**config.mk**
```make
export PLATFORM = sky130hd
export DESIGN_NAME = imem_loader
export DESIGN_NICKNAME = d
export VERILOG_FILES = /design/src/rtl/imem_loader.sv
export SDC_FILE = /design/constraint.sdc
export NUM_CORES = 1
export LEC_CHECK = 0
export CAP_MARGIN = 30
export CORE_ASPECT_RATIO = 2
export CORE_UTILIZATION = 57
export DETAILED_ROUTE_END_ITERATION = 10
export PLACE_DENSITY = 0.83
export SYNTH_ARGS = -nofsm -noshare
export SYNTH_HDL_FRONTEND = slang
export SYNTH_SLANG_ARGS = --single-unit
```
**constraint.sdc**
```tcl
create_clock -name clk -period 7.19 [get_ports clk]
set_clock_uncertainty 0.2 [all_clocks]
set_input_delay 1.7975 -clock clk [delete_from_list [all_inputs] [get_ports clk]]
set_output_delay 1.7975 -clock clk [all_outputs]
set_load 0.01 [all_outputs]
```
**src/rtl/imem_loader.sv**
```systemverilog
// rtl/imem_loader.sv - byte-stream to 32-bit instruction-memory word loader with pipeline hold

module imem_loader #(
    parameter int ADDR_W = 8
) (
    input  logic              clk,
    input  logic              rst_n,
    input  logic              i_load_start,
    input  logic [ADDR_W:0]   i_load_len,
    input  logic [ADDR_W-1:0] i_load_base,
    input  logic              i_byte_valid,
    input  logic [7:0]        i_byte_data,
    output logic              o_byte_ready,
    output logic              o_imem_we,
    output logic [ADDR_W-1:0] o_imem_addr,
    output logic [31:0]       o_imem_wdata,
    output logic              o_cpu_hold,
    output logic              o_load_done,
    output logic              o_load_err
);

    // Loader phases: waiting for a request, collecting bytes, writing a word, signalling completion.
    localparam logic [1:0] S_IDLE  = 2'd0;
    localparam logic [1:0] S_RECV  = 2'd1;
    localparam logic [1:0] S_WRITE = 2'd2;
    localparam logic [1:0] S_DONE  = 2'd3;

    // Memory depth expressed in the same width as the length input so the
    // range check can accept len == DEPTH exactly.
    localparam logic [ADDR_W:0] DEPTH   = {1'b1, {ADDR_W{1'b0}}};
    localparam logic [ADDR_W:0] LEN_ONE = {{ADDR_W{1'b0}}, 1'b1};

    logic [1:0]        r_state;
    logic [1:0]        w_next_state;

    logic [ADDR_W:0]   r_len;
    logic [ADDR_W-1:0] r_base;
    logic [ADDR_W-1:0] r_word_cnt;
    logic [2:0]        r_byte_cnt;
    logic [31:0]       r_shreg;
    logic [ADDR_W-1:0] r_addr;
    logic [31:0]       r_wdata;
    logic              r_err;

    logic              w_idle;
    logic              w_start;
    logic              w_len_too_big;
    logic              w_len_zero;
    logic              w_start_ok;
    logic              w_accept;
    logic              w_last_byte;
    logic              w_last_word;
    logic [31:0]       w_shreg_next;
    logic [ADDR_W-1:0] w_word_addr;

    // Request qualification: load_start only matters while idle.
    assign w_idle        = (r_state == S_IDLE);
    assign w_start       = w_idle & i_load_start;
    assign w_len_too_big = (i_load_len > DEPTH);
    assign w_len_zero    = (i_load_len == '0);
    assign w_start_ok    = w_start & ~w_len_too_big & ~w_len_zero;

    // A byte is taken only while collecting; elsewhere the stream must hold it.
    assign w_accept      = i_byte_valid & (r_state == S_RECV);
    assign w_last_byte   = w_accept & (r_byte_cnt == 3'd3);
    assign w_last_word   = ({1'b0, r_word_cnt} == (r_len - LEN_ONE));

    // Big-endian packing: earlier bytes migrate toward the MSB.
    assign w_shreg_next  = {r_shreg[23:0], i_byte_data};

    // Word address wraps naturally by truncation to ADDR_W bits.
    assign w_word_addr   = r_base + r_word_cnt;

    // Next-state selection for the load sequence.
    always_comb begin
        w_next_state = r_state;
        case (r_state)
            S_IDLE: begin
                if (w_start && !w_len_too_big) begin
                    w_next_state = w_len_zero ? S_DONE : S_RECV;
                end
            end
            S_RECV: begin
                if (w_last_byte) begin
                    w_next_state = S_WRITE;
                end
            end
            S_WRITE: begin
                w_next_state = w_last_word ? S_DONE : S_RECV;
            end
            S_DONE: begin
                w_next_state = S_IDLE;
            end
            default: begin
                w_next_state = S_IDLE;
            end
        endcase
    end

    // State register; reset returns to idle immediately, abandoning any load.
    always_ff @(posedge clk or negedge rst_n) begin
        if (!rst_n) begin
            r_state <= S_IDLE;
        end else begin
            r_state <= w_next_state;
        end
    end

    // Capture length and base of an accepted request.
    always_ff @(posedge clk or negedge rst_n) begin
        if (!rst_n) begin
            r_len  <= '0;
            r_base <= '0;
        end else if (w_start_ok) begin
            r_len  <= i_load_len;
            r_base <= i_load_base;
        end
    end

    // Word counter: cleared on a new load, advanced after each non-final write.
    always_ff @(posedge clk or negedge rst_n) begin
        if (!rst_n) begin
            r_word_cnt <= '0;
        end else if (w_start_ok) begin
            r_word_cnt <= '0;
        end else if (r_state == S_WRITE && !w_last_word) begin
            r_word_cnt <= r_word_cnt + 1'b1;
        end
    end

    // Byte counter within the current word.
    always_ff @(posedge clk or negedge rst_n) begin
        if (!rst_n) begin
            r_byte_cnt <= '0;
        end else if (w_start_ok || r_state == S_WRITE) begin
            r_byte_cnt <= '0;
        end else if (w_accept) begin
            r_byte_cnt <= r_byte_cnt + 3'd1;
        end
    end

    // Shift register assembling the current word.
    always_ff @(posedge clk or negedge rst_n) begin
        if (!rst_n) begin
            r_shreg <= '0;
        end else if (w_accept) begin
            r_shreg <= w_shreg_next;
        end
    end

    // Write address/data are loaded only on entry to WRITE so they stay stable otherwise.
    always_ff @(posedge clk or negedge rst_n) begin
        if (!rst_n) begin
            r_addr  <= '0;
            r_wdata <= '0;
        end else if (w_last_byte) begin
            r_addr  <= w_word_addr;
            r_wdata <= w_shreg_next;
        end
    end

    // One-cycle rejection pulse for an oversize request.
    always_ff @(posedge clk or negedge rst_n) begin
        if (!rst_n) begin
            r_err <= 1'b0;
        end else begin
            r_err <= w_start & w_len_too_big;
        end
    end

    assign o_byte_ready = (r_state == S_RECV);
    assign o_imem_we    = (r_state == S_WRITE);
    assign o_cpu_hold   = (r_state != S_IDLE);
    assign o_load_done  = (r_state == S_DONE);
    assign o_load_err   = r_err;
    assign o_imem_addr  = r_addr;
    assign o_imem_wdata = r_wdata;

endmodule

```
==> results of run 1 <==
==> cells in the final DEF, fill, tap and decap left out, types with 2 or more instances in the layout <==
master and n:
a21o_1 2, a21oi_1 6, a31oi_1 2, and2_1 3
buf_4 5, clkbuf_16 9, clkdlybuf4s50_1 72, clkinvlp_4 2
dfrtp_1 95, ha_1 11, inv_1 9, mux2_1 2
mux2_2 62, mux2i_1 8, nand2_1 46, nand2b_1 2
nand3_1 3, nand4_1 2, nor2_1 13, nor2b_1 6
nor3_1 7, nor4_1 2, o211ai_1 2, o21a_1 2
o21ai_0 13, o21ai_1 5, o31ai_1 2, xnor2_1 7
xor2_1 10
==> power by group through the flow <==
stage / Sequential [W] / Combinational, W / Clock [W]
floorplan: 0.000965 / 0.000482 / 0
global placement: 0.000949 / 0.000854 / 0
detailed placement: 0.000967 / 0.000883 / 0
CTS: 0.000961 / 0.000893 / 0.000486
global route: 0.000993 / 0.000952 / 0.000506
finish: 0.000958 / 0.000880 / 0.000477
==> synth_stat cells (3+ instances only) <==
master,instances
o21ai_1,5
nand2_1,46
xnor2_1,7
o21ai_0,13
nor2b_1,6
mux2i_1,8
a21oi_1,6
buf_1,3
xor2_1,10
ha_1,11
nand3_1,4
nor3_1,7
buf_2,4
nor2_1,13
inv_1,9
clkbuf_1,6
mux2_2,62
and2_1,3
dfrtp_1,95
==> state kept, by name (all words and copies together), names as in the netlist <==
name,flops
o_imem_addr,8
o_imem_wdata,32
r_base,8
r_shreg,24
r_byte_cnt,3
r_state,2
o_load_err,1
r_word_cnt,8
r_len,9
==> per-layer routing <==
layer  share of wire [%]  routed length, microns
met5                   0                       0
met4                 2.9                     264
met3                 4.2                     384
met2                  58                    5290
met1                  35                    3190
==> final timing paths <==
check / start / endpoint / slack [ns] / cells past startpoint
worst max-delay path: i_load_len[1] / r_word_cnt[1]$_DFFE_PN0P_ / 2.75 / 7
worst min-delay path: r_base[6]$_DFFE_PN0P_ / r_base[6]$_DFFE_PN0P_ / 0.29 / 2
worst max register to register: r_word_cnt[0]$_DFFE_PN0P_ / o_imem_addr[6]$_DFFE_PN0P_ / 4.54 / 9
worst min register to register: r_base[6]$_DFFE_PN0P_ / r_base[6]$_DFFE_PN0P_ / 0.29 / 2
max in group asynchronous: rst_n / r_shreg[11]$_DFFE_PN0P_ / 4.48 / 2
min in group asynchronous: rst_n / o_imem_addr[0]$_DFFE_PN0P_ / 1.21 / 1
==> worst register-to-register path, delay by kind of cell (launching register included) <==
kind	cells	cell delay, ns
and+or+nand+nor	2	0.22
adders and majority gates	2	0.62
buffers and inverters	1	0.06
DFF	1	0.50
AOI/OAI and AO/OA	4	0.97
==> cell type report <==
class | count | share of cell area, %
Sequential cell | 95 | 43.8
Multi-Input combinational cell | 236 | 33.9
Timing Repair Buffer | 77 | 14.0
Clock buffer | 9 | 4.15
Tap cell | 92 | 2.12
Clock inverter | 7 | 1.45
Inverter | 9 | 0.622
==> stage by stage <==
stage	area, sq um	worst slack (ns)
floorplan	4310	3.84
global placement	5130	2.62
detailed placement	5130	2.47
CTS	5430	2.81
global route	5430	2.73
finish	5430	2.75
==> kinds of logic (layout without fill, tap and decap cells) <==
logic type	Yosys count	after routing
AO/OA/AOI/OAI	41	41
XOR/XNOR	17	17
adder cells (fa/ha/maj)	12	12
buffers and inverters	23	102
flip-flops	95	95
multiplexers	72	72
AND/OR/NAND/NOR	94	94
==> impl_metrics.toml, run 1 <==
[floorplanning]
core_sq_um = 7270
die_w_microns = 63.5
num_rows = 44
ios = 74
initial_core_util_pct = 59.4
die_h_microns = 125
dieArea_sq_um = 7940

[worst_setup_path]
setup.worst_path.start_class = "input pin"
end_kind = "register"
critical_path.cell_chain = "clkdlybuf4s50_1 > nor4_1 > nand2_1 > xor2_1 > and2_1 > nor2_1 > mux2_1"
path_buf_inv = 1
critPathTopFamily = "simple AND/OR/NAND/NOR gates"
crit_fanout = 19
crit_slowest_cell = "nor4_1"
cp.required_ns = 7.21
crit_type = "in -> reg"
slowest_delay_ns = 0.76
worstPathArrival_ns = 4.46

[clock_network]
clkTransAtPathRegs_ns = 0.06
cts_tree = "built"
cts_hold_buf = 0
post_cts_resized = 0
clock_path_buffers = 2
root_buffer = "clkbuf_16"
clock_latency_ns = 0.34
cts.htree.levels = 3
post_cts_buffers = 0
cts.sinks = 95
numCtsBuffers = 9

[grt]
grt.busiest_layer = "met2"
grtUsageMet1_pct = 25.6
grt_use_met3_pct = 5.57
antenna_found_initial = 0
grt_usage_pct = 25.1
grt_overflow = 0
grt_max_degree = 59
grt_pass1_vias = 3200
grt_pass1_wl_mm = 15.1
use_met2_pct = 46.3

[timing]
finalMaxSlewViolations = 0
fin_setup_tns_ns = 0
worst_pin_slew_ns = 0.852
finalHoldViolCount = 0
slew_headroom_pct = 42.7
whs_ns = 0.286
fmax_ghz = 0.225
period_share_pct = 61.8
rsz0062_at_grt = "no"
fin_crit_ns = 4.44
setup_violations = 0

[yosys]
synthMuxAreaShare_pct = 18.6
seq_area_frac_synth_pct = 55.1
yosys.area.top_type_share_pct = 55.1
synth_cells = 354
synth_top_family_by_area = "multiplexers"
synth_compound_area_share_pct = 5.95
syn_nets = 395
synth.area.top_cells = "dfrtp_1 (55%), mux2_2 (16%), nand2_1 (4.0%)"
synth-simple-area-share_pct = 11.0
yosysTopAreaCell = "dfrtp_1"
syn_area_per_cell_sq_um = 12.2
synthXorXnorAreaFrac_pct = 3.45
ys_warn_count = 0
synth_ff_type = "dfrtp_1"
mappedNetlistArea_sq_um = 4310
synth.distinct_cells = 46
ys_ff_latch = 95
synth_fa_ha_area_share_pct = 3.65
synth-async-reset-ratio_pct = 100
synth_edf_count = 0

[drt]
wl_mm = 9.13
vias = 2958
drtAntennaViolNets = 0
drc_errors = 0
first_iter_violations = 148
routedWlPerCell_microns = 17.4
vias_per_cell = 5.63
first_pass_iters = 4

[pwr]
p_clk_share_pct = 20.6
powerDensity_nw_per_um2 = 426
intPower_w = 0.00155
p_sw_share_pct = 33.0
combPwrFrac_pct = 38.0
seqPwrFrac_pct = 41.4
p_leak_nw = 2.44
power_switching_w = 0.000764
ir_drop_uv = 284
totalPowerFinal_w = 0.00231

[layout]
num-fill-cells = 515
multiInputGateArea_sq_um = 1840
area.growth.synth_to_final_pct = 25.9
layoutNonFillerInstCount = 525
drive_above_1_share_pct = 20.8
seqCellArea_sq_um = 2380
nets = 469
utilization_pct = 74.7
diodes = 0

[place]
port-buffer-count = 73
gp_congestion = 0.833
dpl.hpwl_mm = 6.57
dp.cells = 509

[job]
cap_violations = 0

[worst_hold_path]
hp-class = "reg -> reg"

[outcome]
outcome = "complete, no violations"
No activity file was read; power rests on OpenSTA's default activity.
==> run 2, diff against run 1 <==
--- a/config.mk
+++ b/config.mk
@@ -7,9 +7,9 @@
 export LEC_CHECK = 0
 export CAP_MARGIN = 30
 export CORE_ASPECT_RATIO = 2
-export CORE_UTILIZATION = 57
+export CORE_UTILIZATION = 53
 export DETAILED_ROUTE_END_ITERATION = 10
-export PLACE_DENSITY = 0.83
+export PLACE_DENSITY = 0.78
 export SYNTH_ARGS = -nofsm -noshare
 export SYNTH_HDL_FRONTEND = slang
 export SYNTH_SLANG_ARGS = --single-unit
==> constraint.sdc (replaced) <==
create_clock -name clk -period 4.2 [get_ports clk]
set_clock_uncertainty 0.2 [all_clocks]
set_input_delay 1.05 -clock clk [delete_from_list [all_inputs] [get_ports clk]]
set_output_delay 1.05 -clock clk [all_outputs]
set_load 0.01 [all_outputs]
==> impl_metrics.toml, run 2 (same netlist as run 1, synthesis figures left out) <==
[floorplanning]
die_h_microns = 130
initial_core_util_pct = 54.7
core_sq_um = 7890
ios = 74
dieArea_sq_um = 8530
die_w_microns = 65.8
num_rows = 46

[layout]
utilization_pct = 69.7
drive_above_1_share_pct = 21.7
largest_reg_flops = 32
diodes = 0
stdcell_area_sq_um = 5490
nets = 474
final_cell_mix = "dfrtp_1 (95), clkdlybuf4s50_1 (72), mux2_2 (62)"
area.growth.synth_to_final_pct = 27.3
final_common_cell = "dfrtp_1"

[timing]
period_share_pct = 72.1
rsz0062_at_grt = "no"
fin_setup_tns_ns = 0
fmax_ghz = 0.330
finalMaxSlewViolations = 0
finalHoldViolCount = 0
slew_headroom_pct = 44.9
setup_violations = 0
fin_crit_ns = 3.03
worst_pin_slew_ns = 0.827

[worst_setup_path]
cp.required_ns = 4.22
reg2regPathDepth = 8
end_kind = "register"
r2r_slack_ns = 1.70
setup.worst_path.start_class = "input pin"
worstPathArrival_ns = 3.05
crit_type = "in -> reg"
r2r_start = "r_len[0]$_DFFE_PN0P_"
r2r_end = "r_word_cnt[1]$_DFFE_PN0P_"
crit_fanout = 11

[drt]
vias_per_cell = 5.44
routedWlPerCell_microns = 16.8
drc_errors = 0
vias = 2906
drtAntennaViolNets = 0
first_pass_iters = 4
first_iter_violations = 150
wl_mm = 8.97

[clock_network]
cts_tree = "built"
post_cts_buffers = 0
clock_latency_ns = 0.34
post_cts_resized = 0
numCtsBuffers = 9
cts.sinks = 95
root_buffer = "clkbuf_16"
clkTransAtPathRegs_ns = 0.07
clock_path_buffers = 2
cts.htree.levels = 3
cts_hold_buf = 0

[job]
cap_violations = 0

[outcome]
outcome = "complete, no violations"

[place]
port-buffer-count = 73
dpl.hpwl_mm = 6.60
gp_congestion = 0.804
place_area_sq_um = 5180

[grt]
antenna_found_initial = 0
grt_usage_pct = 23.1
grt_pass1_vias = 3037
grt_pass1_wl_mm = 14.5
grt_overflow = 0
grt_max_degree = 66

[worst_hold_path]
hp-class = "reg -> reg"
worst_hold_startpoint = "o_imem_addr[5]$_DFFE_PN0P_"
min_to = "o_imem_addr[5]$_DFFE_PN0P_"
hold_path_depth = 2

[pwr]
p_leak_nw = 2.47
totalPowerFinal_w = 0.00399
powerDensity_nw_per_um2 = 726
ir_drop_uv = 544
==> run 2: changes by cell type in the layout (fill, tap and decap cells not counted) <==
cell	before	now
clkinv_2	1	0
buf_12	0	1
inv_8	1	2
buf_4	5	9
clkinv_4	1	2
clkinvlp_4	2	1
==> run 2: layout make-up <==
| cell class | instances | area (sq um) |
|---|---|---|
| inverter | 9 | 33.8 |
| tap | 96 | 120 |
| timing repair buffer | 82 | 808 |
| clock inverter | 7 | 86.3 |
| multi-input combinational | 236 | 1840 |
| fill | 579 | 2390 |
| clock buffer | 9 | 225 |
| sequential | 95 | 2380 |
==> run 2: power by group <==
| part | internal (W) | switching [W] |
|---|---|---|
| Sequential | 0.00133 | 0.000297 |
| Combinational | 0.000871 | 0.000651 |
| Clock | 0.000474 | 0.000368 |
==> run 2: worst max path at each step <==
stage | start | endpoint | slack (ns)
after detailed placement | i_load_len[1] | r_word_cnt[1]$_DFFE_PN0P_ | 0.84
after global placement | i_load_len[1] | r_base[7]$_DFFE_PN0P_ | 0.92
after floorplan | i_load_len[5] | r_word_cnt[1]$_DFFE_PN0P_ | 1.60
after global routing | i_load_len[1] | r_len[0]$_DFFE_PN0P_ | 1.0
after CTS | i_load_len[1] | r_word_cnt[1]$_DFFE_PN0P_ | 1.16
final | i_load_len[1] | r_word_cnt[1]$_DFFE_PN0P_ | 1.17
==> run 2: worst max-delay path: stages <==
cell,delay (ns)
clkdlybuf4s50_1,0.42
nor4_1,0.29
buf_4,0.18
nand2_1,0.09
xor2_1,0.19
and2_1,0.43
nor2_1,0.09
mux2_1,0.31
==> run 2: stage by stage <==
step                std cells  hold slack (ns)  setup slack, ns
CTS                       534            0.287             1.16
finish                    534            0.281             1.17
global route              534            0.311            0.997
floorplan                 354            0.252             1.60
detailed placement        518            0.271            0.841
global placement          518            0.265            0.916
==> run 2: metal layers <==
layer	wire [microns]	GRT usage (%)	vias up
met2	5050	41.3	62
met1	3240	24.6	1440
met5	0	0	-
met4	284	11.4	0
li1	-	-	1387
met3	404	5.28	17
==> run 3, diff against run 2 <==
==> constraint.sdc (replaced) <==
create_clock -name clk -period 2.79 [get_ports clk]
set_clock_uncertainty 0.2 [all_clocks]
set_input_delay 0.6975 -clock clk [delete_from_list [all_inputs] [get_ports clk]]
set_output_delay 0.6975 -clock clk [all_outputs]
set_load 0.01 [all_outputs]
==> impl_metrics.toml, run 3 (same netlist as run 1, synthesis figures left out) <==
[place]
port-buffer-count = 73
dp_slack_ns = -0.00530
place_area_sq_um = 5250
dp.cells = 525
gp_congestion = 0.873
dpl.hpwl_mm = 6.95

[floorplanning]
die_w_microns = 65.8
core_sq_um = 7890
die_h_microns = 130
num_rows = 46
dieArea_sq_um = 8530
initial_core_util_pct = 54.7
ios = 74

[layout]
area.growth.synth_to_final_pct = 28.5
diodes = 0
num-fill-cells = 561
layoutNonFillerInstCount = 541
seqCellArea_sq_um = 2380
final_common_cell = "dfrtp_1"
utilization_pct = 70.3
drive_above_1_share_pct = 22.9
stdcell_area_sq_um = 5550
multiInputGateArea_sq_um = 1840
final_cell_mix = "dfrtp_1 (95), clkdlybuf4s50_1 (72), mux2_2 (62)"
nets = 481
largest_reg_flops = 32

[pwr]
ir_drop_uv = 857
p_leak_nw = 2.51
intPower_w = 0.00397
combPwrFrac_pct = 39.1
p_clk_share_pct = 19.9
seqPwrFrac_pct = 41.0
power_switching_w = 0.00201
p_sw_share_pct = 33.6
powerDensity_nw_per_um2 = 1080

[drt]
drtAntennaViolNets = 0
first_iter_violations = 165
drc_errors = 0
wl_mm = 9.29
vias_per_cell = 5.48
routedWlPerCell_microns = 17.2
first_pass_iters = 4
vias = 2963

[outcome]
outcome = "complete, no violations"

[timing]
fmax_ghz = 0.380
fin_crit_ns = 2.63
layout_setup_ws_ns = 0.158
rsz0062_at_grt = "no"
fin_setup_tns_ns = 0
period_share_pct = 94.3
finalHoldViolCount = 0
finalMaxSlewViolations = 0
setup_violations = 0
worst_pin_slew_ns = 0.510
slew_headroom_pct = 66.0

[clock_network]
clkTransAtPathRegs_ns = 0.07
post_cts_resized = 0
cts_tree = "built"
clock_latency_ns = 0.34
root_buffer = "clkbuf_16"
cts_hold_buf = 0
cts.sinks = 95
clock_path_buffers = 2
cts.htree.levels = 3
numCtsBuffers = 9
post_cts_buffers = 0

[grt]
grt_pass1_wl_mm = 15.0
grt_max_degree = 57
grt_pass1_vias = 3099
grt_overflow = 0
grt_usage_pct = 24.0
antenna_found_initial = 0

[job]
cap_violations = 0

[worst_setup_path]
setup.worst_path.start_class = "register"
end_kind = "output pin"
cp.required_ns = 1.89
worstPathArrival_ns = 1.73
crit_fanout = 6
crit_type = "reg -> out"

[worst_hold_path]
hp-class = "in -> async"
[run 3: changes by cell type in the layout (fill, tap and decap cells not counted)]
cell / previous run / this run
buf_4: 9 / 15
clkinv_4: 2 / 1
bufinv_16: 1 / 0
inv_6: 1 / 2
buf_12: 1 / 2
clkinv_8: 0 / 1
[run 3: metrics by stage]
stage	power, W	hold slack [ns]
floorplan	0.00373	0.202
detailed placement	0.00483	0.269
finish	0.00598	0.139
global route	0.00634	0.162
global placement	0.00471	0.267
CTS	0.00604	0.148
[run 3: worst paths after layout]
path | slack (ns) | startpoint | cells after the start | end
min in group clk | 0.29 | o_imem_addr[2]$_DFFE_PN0P_ | 2 | o_imem_addr[2]$_DFFE_PN0P_
min | 0.14 | rst_n | 2 | o_imem_wdata[14]$_DFFE_PN0P_
min reg2reg | 0.29 | o_imem_addr[2]$_DFFE_PN0P_ | 2 | o_imem_addr[2]$_DFFE_PN0P_
max in group asynchronous | 1.78 | rst_n | 2 | r_len[6]$_DFFE_PN0P_
max | 0.16 | r_state[1]$_DFFE_PN0P_ | 2 | o_imem_we
max reg2reg | 0.24 | r_len[0]$_DFFE_PN0P_ | 7 | r_word_cnt[1]$_DFFE_PN0P_
[run 3: area by class of cell]
type | count | area share [%]
Timing Repair Buffer | 89 | 15.7
Tap cell | 96 | 2.17
Sequential cell | 95 | 42.9
Inverter | 9 | 0.609
Multi-Input combinational cell | 236 | 33.2
Clock inverter | 7 | 1.31
Clock buffer | 9 | 4.06
[run 3: per-layer routing]
| layer | GRT usage, % | vias to the layer above | wire (microns) |
|---|---|---|---|
| met3 | 6.78 | 18 | 462 |
| met1 | 23.8 | 1471 | 3260 |
| met5 | 0 | - | 0 |
| li1 | - | 1401 | - |
| met2 | 44.1 | 73 | 5240 |
| met4 | 11.5 | 0 | 333 |
[run 3: power groups by stage]
stage	clock, W	combinational, W	sequential, W
5_1_grt	0.00127	0.00255	0.00253
4_1_cts	0.00122	0.00237	0.00246
2_1_floorplan	0	0.00124	0.00249
3_3_place_gp	0	0.00227	0.00244
6_report	0.00119	0.00234	0.00245
3_5_place_dp	0	0.00235	0.00248
[run 3: worst max-delay path, stage by stage, from the launching register on]
cell and delay (ns):
dfrtp_1 0.42, nor2b_1 0.37, clkdlybuf4s50_1 0.61
==> edit: new RTL, flow settings as in run 1 <==
`ADDR_W`: 8 -> 9.
--- a/src/rtl/imem_loader.sv
+++ b/src/rtl/imem_loader.sv
@@ -1,7 +1,7 @@
 // rtl/imem_loader.sv - byte-stream to 32-bit instruction-memory word loader with pipeline hold
 
 module imem_loader #(
-    parameter int ADDR_W = 8
+    parameter int ADDR_W = 9
 ) (
     input  logic              clk,
     input  logic              rst_n,
Interface: changed (resized i_load_base, i_load_len and o_imem_addr); port bits go from 74 to 77. No check against the original RTL was run, so the function may have changed too.
==> edit against run 1 <==
  * Synthesized area increased by 5.2%
  * Design area increased by 5.5%
  * Wire length increased by 5.1%
  * Critical endpoint is now r_word_cnt[5]
  * Setup slack improved by 0.31 ns
  * Sequential cell count increased by 4
  * Critical path type unchanged
  * Sequential share of layout area decreased by 0.52 points
  * Power increased by 4.3%
  * Fmax increased by 7.6%
==> edit: results (changes against run 1) <==
- Run status: complete, no violations
- Largest net degree at the start of global routing: 61 (+3.4%)
- Nets: 521 (+11%)
- Async S/R FF share, synth: 1.00 (unchanged)
- Total setup buffers inserted after CTS: 0 (unchanged)
- Met1 usage: 0.281 (+0.0251)
- GR Util met2: 0.431 (-0.0317)
- Iteration-0 DRC Markers: 233 (+57%)
- GRT Overall Usage: 0.248 (-0.00258)
- PortBufs: 76 (+4.1%)
- Gpl congestion: 0.781 (-6.2%)
- Met3 Resource Use GR: 0.0667 (+0.0111)
- Via count: 3279 (+11%)
- # fillers: 534 (+3.7%)
- Worst-path maximum fanout: 29 (+10)
- Slowest CP cell: or4_1
- Layout cells sized above 1: 0.170 (-0.0374)
- Synth top cells by count: dfrtp_1 (99), nand2_1 (73), mux2_2 (58)
- Synth Area in Adders: 0.0375 (+0.000943)
- Dpl cells: 559 (+9.8%)
- Compound-Gate Fraction of Synth Area: 0.0703 (+0.0108)
- Post-synthesis mux area share: 0.150 (-0.0351)
- First-pass GRT wire length: 15700 µm (+4.4%)
- Routed length per instance: 16.7 µm (-4.0%)
- WP data arrival: 4.21 ns (-0.25 ns)
- Fin cells: 575 (+9.5%)
- Area contributors post-synth: dfrtp_1 (55%), mux2_2 (14%), nand2_1 (6.0%)
- Peak supply drop: 0.292 mV (+2.9%)
- DP HPWL: 6560 µm (-0.15%)
- Crit path largest cell delay: 0.50 ns (-0.26 ns)
- Rel. slew slack: 0.499 (+0.0724)
- Leakage: 2.53 nW (+3.8%)
- XOR/XNOR share of the synthesized area: 0.0289 (-0.00557)
- Number of global-route vias before repair: 3473 (+8.5%)
- Seq/Total Area, Yosys: 0.546 (-0.00529)
- Mapped Cells: 404 (+14%)
## edit: cell types whose count changed after synthesis, moves of 4 or more
cell and change:
mux2i_1 -5, o21ai_0 +9, mux2_2 -4, nor3_1 +4, o21ai_1 -5, nand2b_1 +4
nand2_1 +27, or3_1 +4, clkbuf_1 +8, dfrtp_1 +4
## edit: per-stage QoR
stage	total power [mW]	area, µm²	worst slack [ns]
floorplan	1.49	4540	3.67
global placement	1.85	5360	2.56
detailed placement	1.90	5390	2.48
CTS	2.43	5700	2.84
global route	2.56	5730	2.98
finish	2.41	5730	3.06
## edit: worst paths after layout
| kind | from | endpoint | slack [ns] | cells past startpoint |
|---|---|---|---|---|
| setup reg to reg | r_len[0] | r_word_cnt[1] | 4.12 | 9 |
| max in group asynchronous | rst_n | r_shreg[18] | 4.41 | 2 |
| setup / recovery | i_load_len[2] | r_word_cnt[5] | 3.06 | 8 |
| hold reg to reg | o_imem_addr[6] | o_imem_addr[6] | 0.29 | 2 |
| hold / removal | o_imem_addr[6] | o_imem_addr[6] | 0.29 | 2 |
| min in group asynchronous | rst_n | o_imem_wdata[4] | 1.23 | 1 |
## edit: cell families after synthesis
| group | count (synthesis) |
|---|---|
| and+or+nand+nor | 136 |
| DFF | 99 |
| muxes | 61 |
| AOI/OAI and AO/OA | 51 |
| buffers and inverters | 29 |
| xor gates and xnor gates | 15 |
| adders and majority gates | 13 |
## edit: layout make-up
cell class	count	area share
clock inverters	5	0.0149
inverters	11	0.00721
well taps	94	0.0205
flip-flops and latches	99	0.433
repair buffers	80	0.145
clock buffers	10	0.0400
multi-input cells	276	0.340
## edit: report_power, final
part	leakage (nW)	internal (mW)	total [mW]	switching [mW]
registers	1.22	0.808	0.992	0.184
logic	1.16	0.527	0.907	0.380
clock network	0.150	0.306	0.514	0.208
total	2.53	1.64	2.41	0.772
## edit: tightest hold or removal path: cells and delay by family, from the launching register on
| family | cells | cell delay (ns) |
|---|---|---|
| AND/OR/NAND/NOR | 1 | 0.05 |
| AO/OA/AOI/OAI | 1 | 0.06 |
| flip-flops | 1 | 0.35 |
## edit: routing by layer
layer	share of wire	vias to the layer above
met3	0.059	17
met4	0.018	0
li1	-	1546
met1	0.37	1615
met5	0	-
met2	0.55	101
